--- config.mk ---
export PLATFORM = sky130hd
export DESIGN_NAME = i2s_frame_scheduler_flat
export DESIGN_NICKNAME = d
export VERILOG_FILES = /design/src/rtl/i2s_frame_scheduler_pkg.sv /design/src/rtl/i2s_frame_scheduler_if.sv /design/src/rtl/i2s_frame_scheduler_rr_arbiter.sv /design/src/rtl/i2s_frame_scheduler.sv /design/src/flat_wrapper.sv
export SDC_FILE = /design/constraint.sdc
export NUM_CORES = 1
export LEC_CHECK = 0
export ABC_AREA = 1
export BUFFER_PORTS_ARGS = -buffer_cell sky130_fd_sc_hd__buf_2
export CORE_MARGIN = 2
export CORE_UTILIZATION = 40
export CTS_CLUSTER_DIAMETER = 30
export DETAILED_ROUTE_END_ITERATION = 10
export MAX_ROUTING_LAYER = met4
export PLACE_DENSITY = 0.76
export SLEW_MARGIN = 20
export SYNTH_ARGS = -nofsm -noshare
export SYNTH_HDL_FRONTEND = slang
export SYNTH_HIERARCHICAL = 1
export SYNTH_SLANG_ARGS = --single-unit
export TNS_END_PERCENT = 50
--- constraint.sdc ---
create_clock -name bclk -period 2.9 [get_ports bclk]
set_input_delay 0.58 -clock bclk [delete_from_list [all_inputs] [get_ports bclk]]
set_output_delay 0.58 -clock bclk [all_outputs]
set_load 0.05 [all_outputs]
--- src/rtl/i2s_frame_scheduler_pkg.sv ---
// Shared state encoding and frame/burst constants for the I2S frame scheduler.
package i2s_frame_scheduler_pkg;

    typedef enum logic [1:0] {
        IDLE,
        GATHER,
        LOAD,
        SEND
    } state_t;

    localparam int unsigned FRAME_SLOTS       = 4;
    localparam int unsigned BURST_LEN         = 64;
    localparam int unsigned DEFAULT_SLOT_BITS = 16;

    function automatic int unsigned wrap_inc(input int unsigned idx, input int unsigned n);
        return (idx + 1 >= n) ? 0 : idx + 1;
    endfunction

endpackage

--- src/rtl/i2s_frame_scheduler_if.sv ---
// Source handshake plus serializer-facing slot/control bundle.
interface i2s_frame_scheduler_if
    import i2s_frame_scheduler_pkg::*;
#(
    parameter int unsigned NUM_SRC   = 4,
    parameter int unsigned SLOT_BITS = DEFAULT_SLOT_BITS
);
    logic [NUM_SRC-1:0]           src_valid;
    logic [NUM_SRC-1:0]           src_ready;
    logic [NUM_SRC*SLOT_BITS-1:0] src_data;
    logic [SLOT_BITS-1:0]         frame0;
    logic [SLOT_BITS-1:0]         frame1;
    logic [SLOT_BITS-1:0]         frame2;
    logic [SLOT_BITS-1:0]         frame3;
    logic                         start;
    logic                         option;
    logic                         ser_rst;

    modport master (
        input  src_valid, src_data,
        output src_ready, frame0, frame1, frame2, frame3, start, option, ser_rst
    );

    modport slave (
        output src_valid, src_data,
        input  src_ready, frame0, frame1, frame2, frame3, start, option, ser_rst
    );
endinterface

--- src/rtl/i2s_frame_scheduler_rr_arbiter.sv ---
// Combinational round-robin arbiter: first requester at or after ptr, wrapping.
module rr_arbiter #(
    parameter int unsigned NUM_SRC = 4,
    parameter int unsigned IDX_W   = 2
) (
    input  logic [NUM_SRC-1:0] req,
    input  logic [IDX_W-1:0]   ptr,
    output logic [NUM_SRC-1:0] grant,
    output logic [IDX_W-1:0]   grant_idx,
    output logic               grant_any
);
    logic [IDX_W-1:0] cand;

    always_comb begin
        grant     = '0;
        grant_idx = '0;
        grant_any = 1'b0;
        cand      = '0;
        for (int unsigned i = 0; i < NUM_SRC; i++) begin
            cand = IDX_W'((32'(ptr) + i) % NUM_SRC);
            if (!grant_any && req[cand]) begin
                grant[cand] = 1'b1;
                grant_idx   = cand;
                grant_any   = 1'b1;
            end
        end
    end
endmodule

--- src/rtl/i2s_frame_scheduler.sv ---
// Gathers four arbitrated samples into slot registers, then runs one
// 64-cycle serializer burst with the serializer held in reset otherwise.
module i2s_frame_scheduler
    import i2s_frame_scheduler_pkg::*;
#(
    parameter int unsigned NUM_SRC        = 4,
    parameter int unsigned SLOT_BITS      = DEFAULT_SLOT_BITS,
    parameter int unsigned GATHER_TIMEOUT = 32
) (
    input  logic                  bclk,
    input  logic                  rst,
    input  logic                  enable,
    i2s_frame_scheduler_if.master bus,
    output logic                  busy,
    output logic                  underrun
);
    localparam int unsigned IDX_W = (NUM_SRC > 1) ? $clog2(NUM_SRC) : 1;
    localparam int unsigned TMO_W = (GATHER_TIMEOUT > 1) ? $clog2(GATHER_TIMEOUT) : 1;
    localparam int unsigned CNT_W = $clog2(BURST_LEN);

    state_t               state;
    logic [2:0]           slot;
    logic [2:0]           slot_n;
    logic [TMO_W-1:0]     tmo;
    logic [CNT_W-1:0]     cnt;
    logic [IDX_W-1:0]     ptr;
    logic [IDX_W-1:0]     grant_idx;
    logic [NUM_SRC-1:0]   grant;
    logic                 grant_any;
    logic                 hs;
    logic                 tmo_hit;
    logic                 zero_filled;
    logic                 start_q;
    logic                 option_q;
    logic                 ser_rst_q;
    logic                 busy_q;
    logic                 underrun_q;
    logic [SLOT_BITS-1:0] frame_q [FRAME_SLOTS];

    rr_arbiter #(
        .NUM_SRC (NUM_SRC),
        .IDX_W   (IDX_W)
    ) u_arb (
        .req       (bus.src_valid),
        .ptr       (ptr),
        .grant     (grant),
        .grant_idx (grant_idx),
        .grant_any (grant_any)
    );

    assign hs            = (state == GATHER) && grant_any;
    assign bus.src_ready = (state == GATHER) ? grant : '0;
    assign slot_n        = slot + {2'b00, hs};
    assign tmo_hit       = (tmo == TMO_W'(GATHER_TIMEOUT - 1));

    assign bus.frame0  = frame_q[0];
    assign bus.frame1  = frame_q[1];
    assign bus.frame2  = frame_q[2];
    assign bus.frame3  = frame_q[3];
    assign bus.start   = start_q;
    assign bus.option  = option_q;
    assign bus.ser_rst = ser_rst_q;
    assign busy        = busy_q;
    assign underrun    = underrun_q;

    always_ff @(posedge bclk or negedge rst) begin
        if (!rst) begin
            state       <= IDLE;
            slot        <= '0;
            tmo         <= '0;
            cnt         <= '0;
            ptr         <= '0;
            zero_filled <= 1'b0;
            start_q     <= 1'b0;
            option_q    <= 1'b0;
            ser_rst_q   <= 1'b1;
            busy_q      <= 1'b0;
            underrun_q  <= 1'b0;
            for (int unsigned i = 0; i < FRAME_SLOTS; i++) frame_q[i] <= '0;
        end else begin
            underrun_q <= 1'b0;
            case (state)
                IDLE: begin
                    if (enable) begin
                        state       <= GATHER;
                        slot        <= '0;
                        tmo         <= '0;
                        zero_filled <= 1'b0;
                        busy_q      <= 1'b1;
                    end
                end
                GATHER: begin
                    tmo  <= tmo + 1'b1;
                    slot <= slot_n;
                    if (hs) begin
                        frame_q[slot[1:0]] <= bus.src_data[32'(grant_idx) * SLOT_BITS +: SLOT_BITS];
                        ptr                <= IDX_W'(wrap_inc(32'(grant_idx), NUM_SRC));
                    end
                    if (slot_n == 3'(FRAME_SLOTS)) begin
                        state <= LOAD;
                    end else if (tmo_hit) begin
                        // Slots above any same-cycle capture are cleared.
                        for (int unsigned i = 0; i < FRAME_SLOTS; i++)
                            if (3'(i) >= slot_n) frame_q[i] <= '0;
                        zero_filled <= 1'b1;
                        state       <= LOAD;
                    end
                end
                LOAD: begin
                    state      <= SEND;
                    cnt        <= '0;
                    start_q    <= 1'b1;
                    ser_rst_q  <= 1'b0;
                    option_q   <= 1'b0;
                    underrun_q <= zero_filled;
                end
                SEND: begin
                    if (cnt == CNT_W'(BURST_LEN - 1)) begin
                        start_q   <= 1'b0;
                        ser_rst_q <= 1'b1;
                        option_q  <= 1'b0;
                        if (enable) begin
                            state       <= GATHER;
                            slot        <= '0;
                            tmo         <= '0;
                            zero_filled <= 1'b0;
                        end else begin
                            state  <= IDLE;
                            busy_q <= 1'b0;
                        end
                    end else begin
                        cnt      <= cnt + 1'b1;
                        option_q <= (cnt >= CNT_W'(BURST_LEN / 2 - 1));
                    end
                end
                default: state <= IDLE;
            endcase
        end
    end
endmodule

--- src/flat_wrapper.sv ---
// flat-port wrapper written by rule: the top's interface ports become plain ports
module i2s_frame_scheduler_flat import i2s_frame_scheduler_pkg::*;
#(
    parameter int unsigned NUM_SRC        = 4,
    parameter int unsigned SLOT_BITS      = DEFAULT_SLOT_BITS,
    parameter int unsigned GATHER_TIMEOUT = 32
)
  (bclk, rst, enable, busy, underrun, bus_src_valid, bus_src_data, bus_src_ready, bus_frame0, bus_frame1, bus_frame2, bus_frame3, bus_start, bus_option, bus_ser_rst);
  i2s_frame_scheduler_if #(.NUM_SRC(NUM_SRC), .SLOT_BITS(SLOT_BITS)) bus_i ();
  input  logic bclk;
  input  logic rst;
  input  logic enable;
  output logic busy;
  output logic underrun;
  input wire logic [$bits(bus_i.src_valid)-1:0] bus_src_valid;
  input wire logic [$bits(bus_i.src_data)-1:0] bus_src_data;
  output wire logic [$bits(bus_i.src_ready)-1:0] bus_src_ready;
  output wire logic [$bits(bus_i.frame0)-1:0] bus_frame0;
  output wire logic [$bits(bus_i.frame1)-1:0] bus_frame1;
  output wire logic [$bits(bus_i.frame2)-1:0] bus_frame2;
  output wire logic [$bits(bus_i.frame3)-1:0] bus_frame3;
  output wire logic [$bits(bus_i.start)-1:0] bus_start;
  output wire logic [$bits(bus_i.option)-1:0] bus_option;
  output wire logic [$bits(bus_i.ser_rst)-1:0] bus_ser_rst;
  assign bus_i.src_valid = bus_src_valid;
  assign bus_i.src_data = bus_src_data;
  assign bus_src_ready = bus_i.src_ready;
  assign bus_frame0 = bus_i.frame0;
  assign bus_frame1 = bus_i.frame1;
  assign bus_frame2 = bus_i.frame2;
  assign bus_frame3 = bus_i.frame3;
  assign bus_start = bus_i.start;
  assign bus_option = bus_i.option;
  assign bus_ser_rst = bus_i.ser_rst;
  i2s_frame_scheduler #(.NUM_SRC(NUM_SRC), .SLOT_BITS(SLOT_BITS), .GATHER_TIMEOUT(GATHER_TIMEOUT)) u_core (.bclk(bclk), .rst(rst), .enable(enable), .bus(bus_i), .busy(busy), .underrun(underrun));
endmodule
==> flow_metrics.env <==
export IMPL_grt_remaining_overflow=0
export IMPL_fin_crit_ns=2.75
export IMPL_antenna_violations_before_repair=0
export IMPL_worst_setup_path_type="flip-flop to output pin"
export IMPL_route_detailed_vias_per_inst=5.18
export IMPL_grt_first_pass_wirelength_mm=21.6
export IMPL_worstMarginPinSlew_ns=0.595
export IMPL_tritoncts="done"
export IMPL_postLayoutSetupSlackWorst_ns=0.154
export IMPL_timing_final_crit_share=0.947
export IMPL_detail_route_wl_per_cell_um=14.8
export IMPL_grt_met3_usage=0.0499
export IMPL_worstRegToRegCells=17
export IMPL_number_of_unique_standard_cell_types_used_by_synthesis=32
export IMPL_worstPathMaxFanout=12
export IMPL_wirelength_mm=13.1
export IMPL_floorplan_initialDensity=0.415
export IMPL_clock_pin_slew_worst_setup_and_hold_paths_ns=0.06
export IMPL_firstDrtPassIters=5
export IMPL_finalCoreUtilization=0.516
export IMPL_post_dp_hpwl_mm=9.51
export IMPL_number_of_synthesis_warnings=6
export IMPL_synthesis_nets=677
export IMPL_rows=39
export IMPL_core_region_area_um2=11600
export IMPL_synth_sequential_area_ratio=0.459
export IMPL_post_cts_hold_buffer_count=0
export IMPL_busiest_layer="met2"
export IMPL_initialDrtViolationCount=292
export IMPL_layout_cell_area_non_filler_um2=5970
export IMPL_postRouteAntennaNets=0
export IMPL_pin_count_of_the_biggest_net_entering_global_routing=46
export IMPL_pin_count=144
export IMPL_crit_reg2reg_launch="u_core/ptr[1]$_DFFE_PN0P_"
export IMPL_gpl_final_weighted_congestion=0.832
export IMPL_outcome="finished, final reports clean"
export IMPL_worst_ep_arrival_ns=2.17
export IMPL_placement_cell_area_um2=5680
export IMPL_global_route_usage_total=0.216
export IMPL_post_synth_instance_area_um2=4800
export IMPL_layout_cells_most_common_list="sky130_fd_sc_hd__nand2_1 (153), sky130_fd_sc_hd__buf_2 (139), sky130_fd_sc_hd__dfrtp_1 (85)"
export IMPL_fillCellCount=1145
export IMPL_detailroute_via_count=4565
export IMPL_diodes=0
export IMPL_required_ns=2.32
export IMPL_drt_drc_violations_left=0
export IMPL_syn_to_final_growth_pct=24.5
export IMPL_grt_util_met2=0.362
export IMPL_die_x_um=114
export IMPL_final_hold_viol_count=0
export IMPL_end_kind="output pin"
export IMPL_layout_skew_ns=0.00752
export IMPL_worst_r2r_endpoint="u_core/state[0]$_DFFE_PN0P_"
export IMPL_timing_slew_headroom=0.603
export IMPL_synthesis_instances=591
export IMPL_use_met1=0.267
export IMPL_final_layout_size_suffix_gt1_frac=0.298
export IMPL_final_common_cell="sky130_fd_sc_hd__nand2_1"
export IMPL_chipHeight_um=114
export IMPL_timing_max_transition_violations_final=0
export IMPL_cts_buffers=9
export IMPL_cap_viol_max_count=0
export IMPL_syn_avg_cell_area_um2=8.12
export IMPL_clock_fmax_mhz=364
export IMPL_cts_sinks=88
export IMPL_critical_path_startpoint_type="flip-flop"
export IMPL_clock_path_buffers=2
export IMPL_cts_root_buf="sky130_fd_sc_hd__clkbuf_16"
export IMPL_regToRegSetupSlack_ns=0.24
export IMPL_io_buffers=143
export IMPL_tns_ns=0
export IMPL_hold_path_class="input pin to async pin"
export IMPL_ys_seq_elements=88
export IMPL_clock_insertion_delay_worst_skew_ns=0.34
export IMPL_cts_setup_buffers=0
export IMPL_finish_net_count=820
export IMPL_die_area_um2=12900
export IMPL_grt_pass1_vias=4426
export IMPL_htreeDepth=3
export IMPL_finalSetupViolCount=0
export IMPL_dp_slack_ns=0.245
[flip-flops by register name, indices dropped and copies added (netlist names)]
signal	flops
u_core/bus.frame0	16
u_core/bus.frame1	16
u_core/bus.frame2	16
u_core/bus.frame3	16
u_core/cnt	6
u_core/tmo	5
u_core/slot	3
u_core/ptr	2
u_core/state	2
u_core/bus.option	1
u_core/bus.ser_rst	1
u_core/bus.start	1
u_core/busy	1
u_core/underrun	1
u_core/zero_filled	1
[logic make-up after synthesis]
group,Yosys count,synth area share
AOI/OAI and AO/OA,162,0.185
xor gates and xnor gates,2,0.00365
adders and majority gates,15,0.0391
buffers and inverters,69,0.0673
DFF,88,0.459
muxes,1,0.00209
and+or+nand+nor,254,0.244
[worst max path at each step]
stage	depth (start not counted)	from	to	slack, ns
after floorplan	17	u_core/ptr[0]$_DFFE_PN0P_	u_core/bus.frame0[7]$_DFFE_PN0N_	0.01
after global placement	16	bus_src_valid[3]	u_core/bus.frame0[5]$_DFFE_PN0N_	0.24
after detailed placement	17	bus_src_valid[3]	u_core/state[0]$_DFFE_PN0P_	0.24
after CTS	11	u_core/ptr[1]$_DFFE_PN0P_	bus_src_ready[1]	0.01
after global routing	11	u_core/ptr[1]$_DFFE_PN0P_	bus_src_ready[1]	-0.02
final	12	u_core/ptr[1]$_DFFE_PN0P_	bus_src_ready[0]	0.15
[Yosys cell counts, drive strengths merged]
cell	n	area share
clkbuf	3	0.0023
buf	27	0.034
nor3	4	0.014
nand2	163	0.13
ha	15	0.039
nor2	16	0.014
o21bai	1	0.0016
nand3	57	0.063
mux2i	1	0.0021
dfrtp	87	0.45
xor2	2	0.0037
o31ai	1	0.0016
a21boi	4	0.0063
o21ai	84	0.089
or2	1	0.0013
a21oi	71	0.084
inv	39	0.031
a31o	1	0.0018
dfstp	1	0.0055
nand4	13	0.017
[routing by layer]
metal	routed length (µm)	part of all wire
met5	0	0
met2	6590	0.50
met4	170	0.013
met1	5660	0.43
met3	665	0.051
[critical path, cell delays in order (launching register included)]
cell and delay, ns:
sky130_fd_sc_hd__dfrtp_2 0.35, sky130_fd_sc_hd__inv_1 0.09, sky130_fd_sc_hd__ha_1 0.36, sky130_fd_sc_hd__inv_1 0.10
sky130_fd_sc_hd__nand2_1 0.09, sky130_fd_sc_hd__nand2_2 0.06, sky130_fd_sc_hd__nor2_4 0.08, sky130_fd_sc_hd__buf_4 0.18
sky130_fd_sc_hd__nand4_1 0.09, sky130_fd_sc_hd__nand3_1 0.08, sky130_fd_sc_hd__nand2_1 0.05, sky130_fd_sc_hd__inv_1 0.05
sky130_fd_sc_hd__buf_2 0.25
[area by class of cell]
| class | instances | area [µm²] | share of cell area |
|---|---|---|---|
| flip-flops and latches | 88 | 2210 | 0.369 |
| clock buffers | 10 | 239 | 0.0400 |
| repair buffers | 162 | 881 | 0.147 |
| clock inverters | 6 | 42.5 | 0.00712 |
| inverters | 39 | 146 | 0.0245 |
| well taps | 143 | 179 | 0.0300 |
| multi-input cells | 434 | 2280 | 0.382 |
[through the flow]
stage                     std cells  hold slack, ns
final                           882           0.249
after CTS                       882           0.262
after global routing            882           0.289
after floorplan                 591           0.284
after global placement          866           0.455
after detailed placement        866           0.458
[repair_timing]
item | CTS | global route
hold endpoints to repair | 0 | 0
endpoints found under the setup margin | 0 | 4
gates resized for setup | 0 | 5
Power is not shown: default switching activity piles up to over one toggle a cycle in this logic, so the estimate is an artifact.
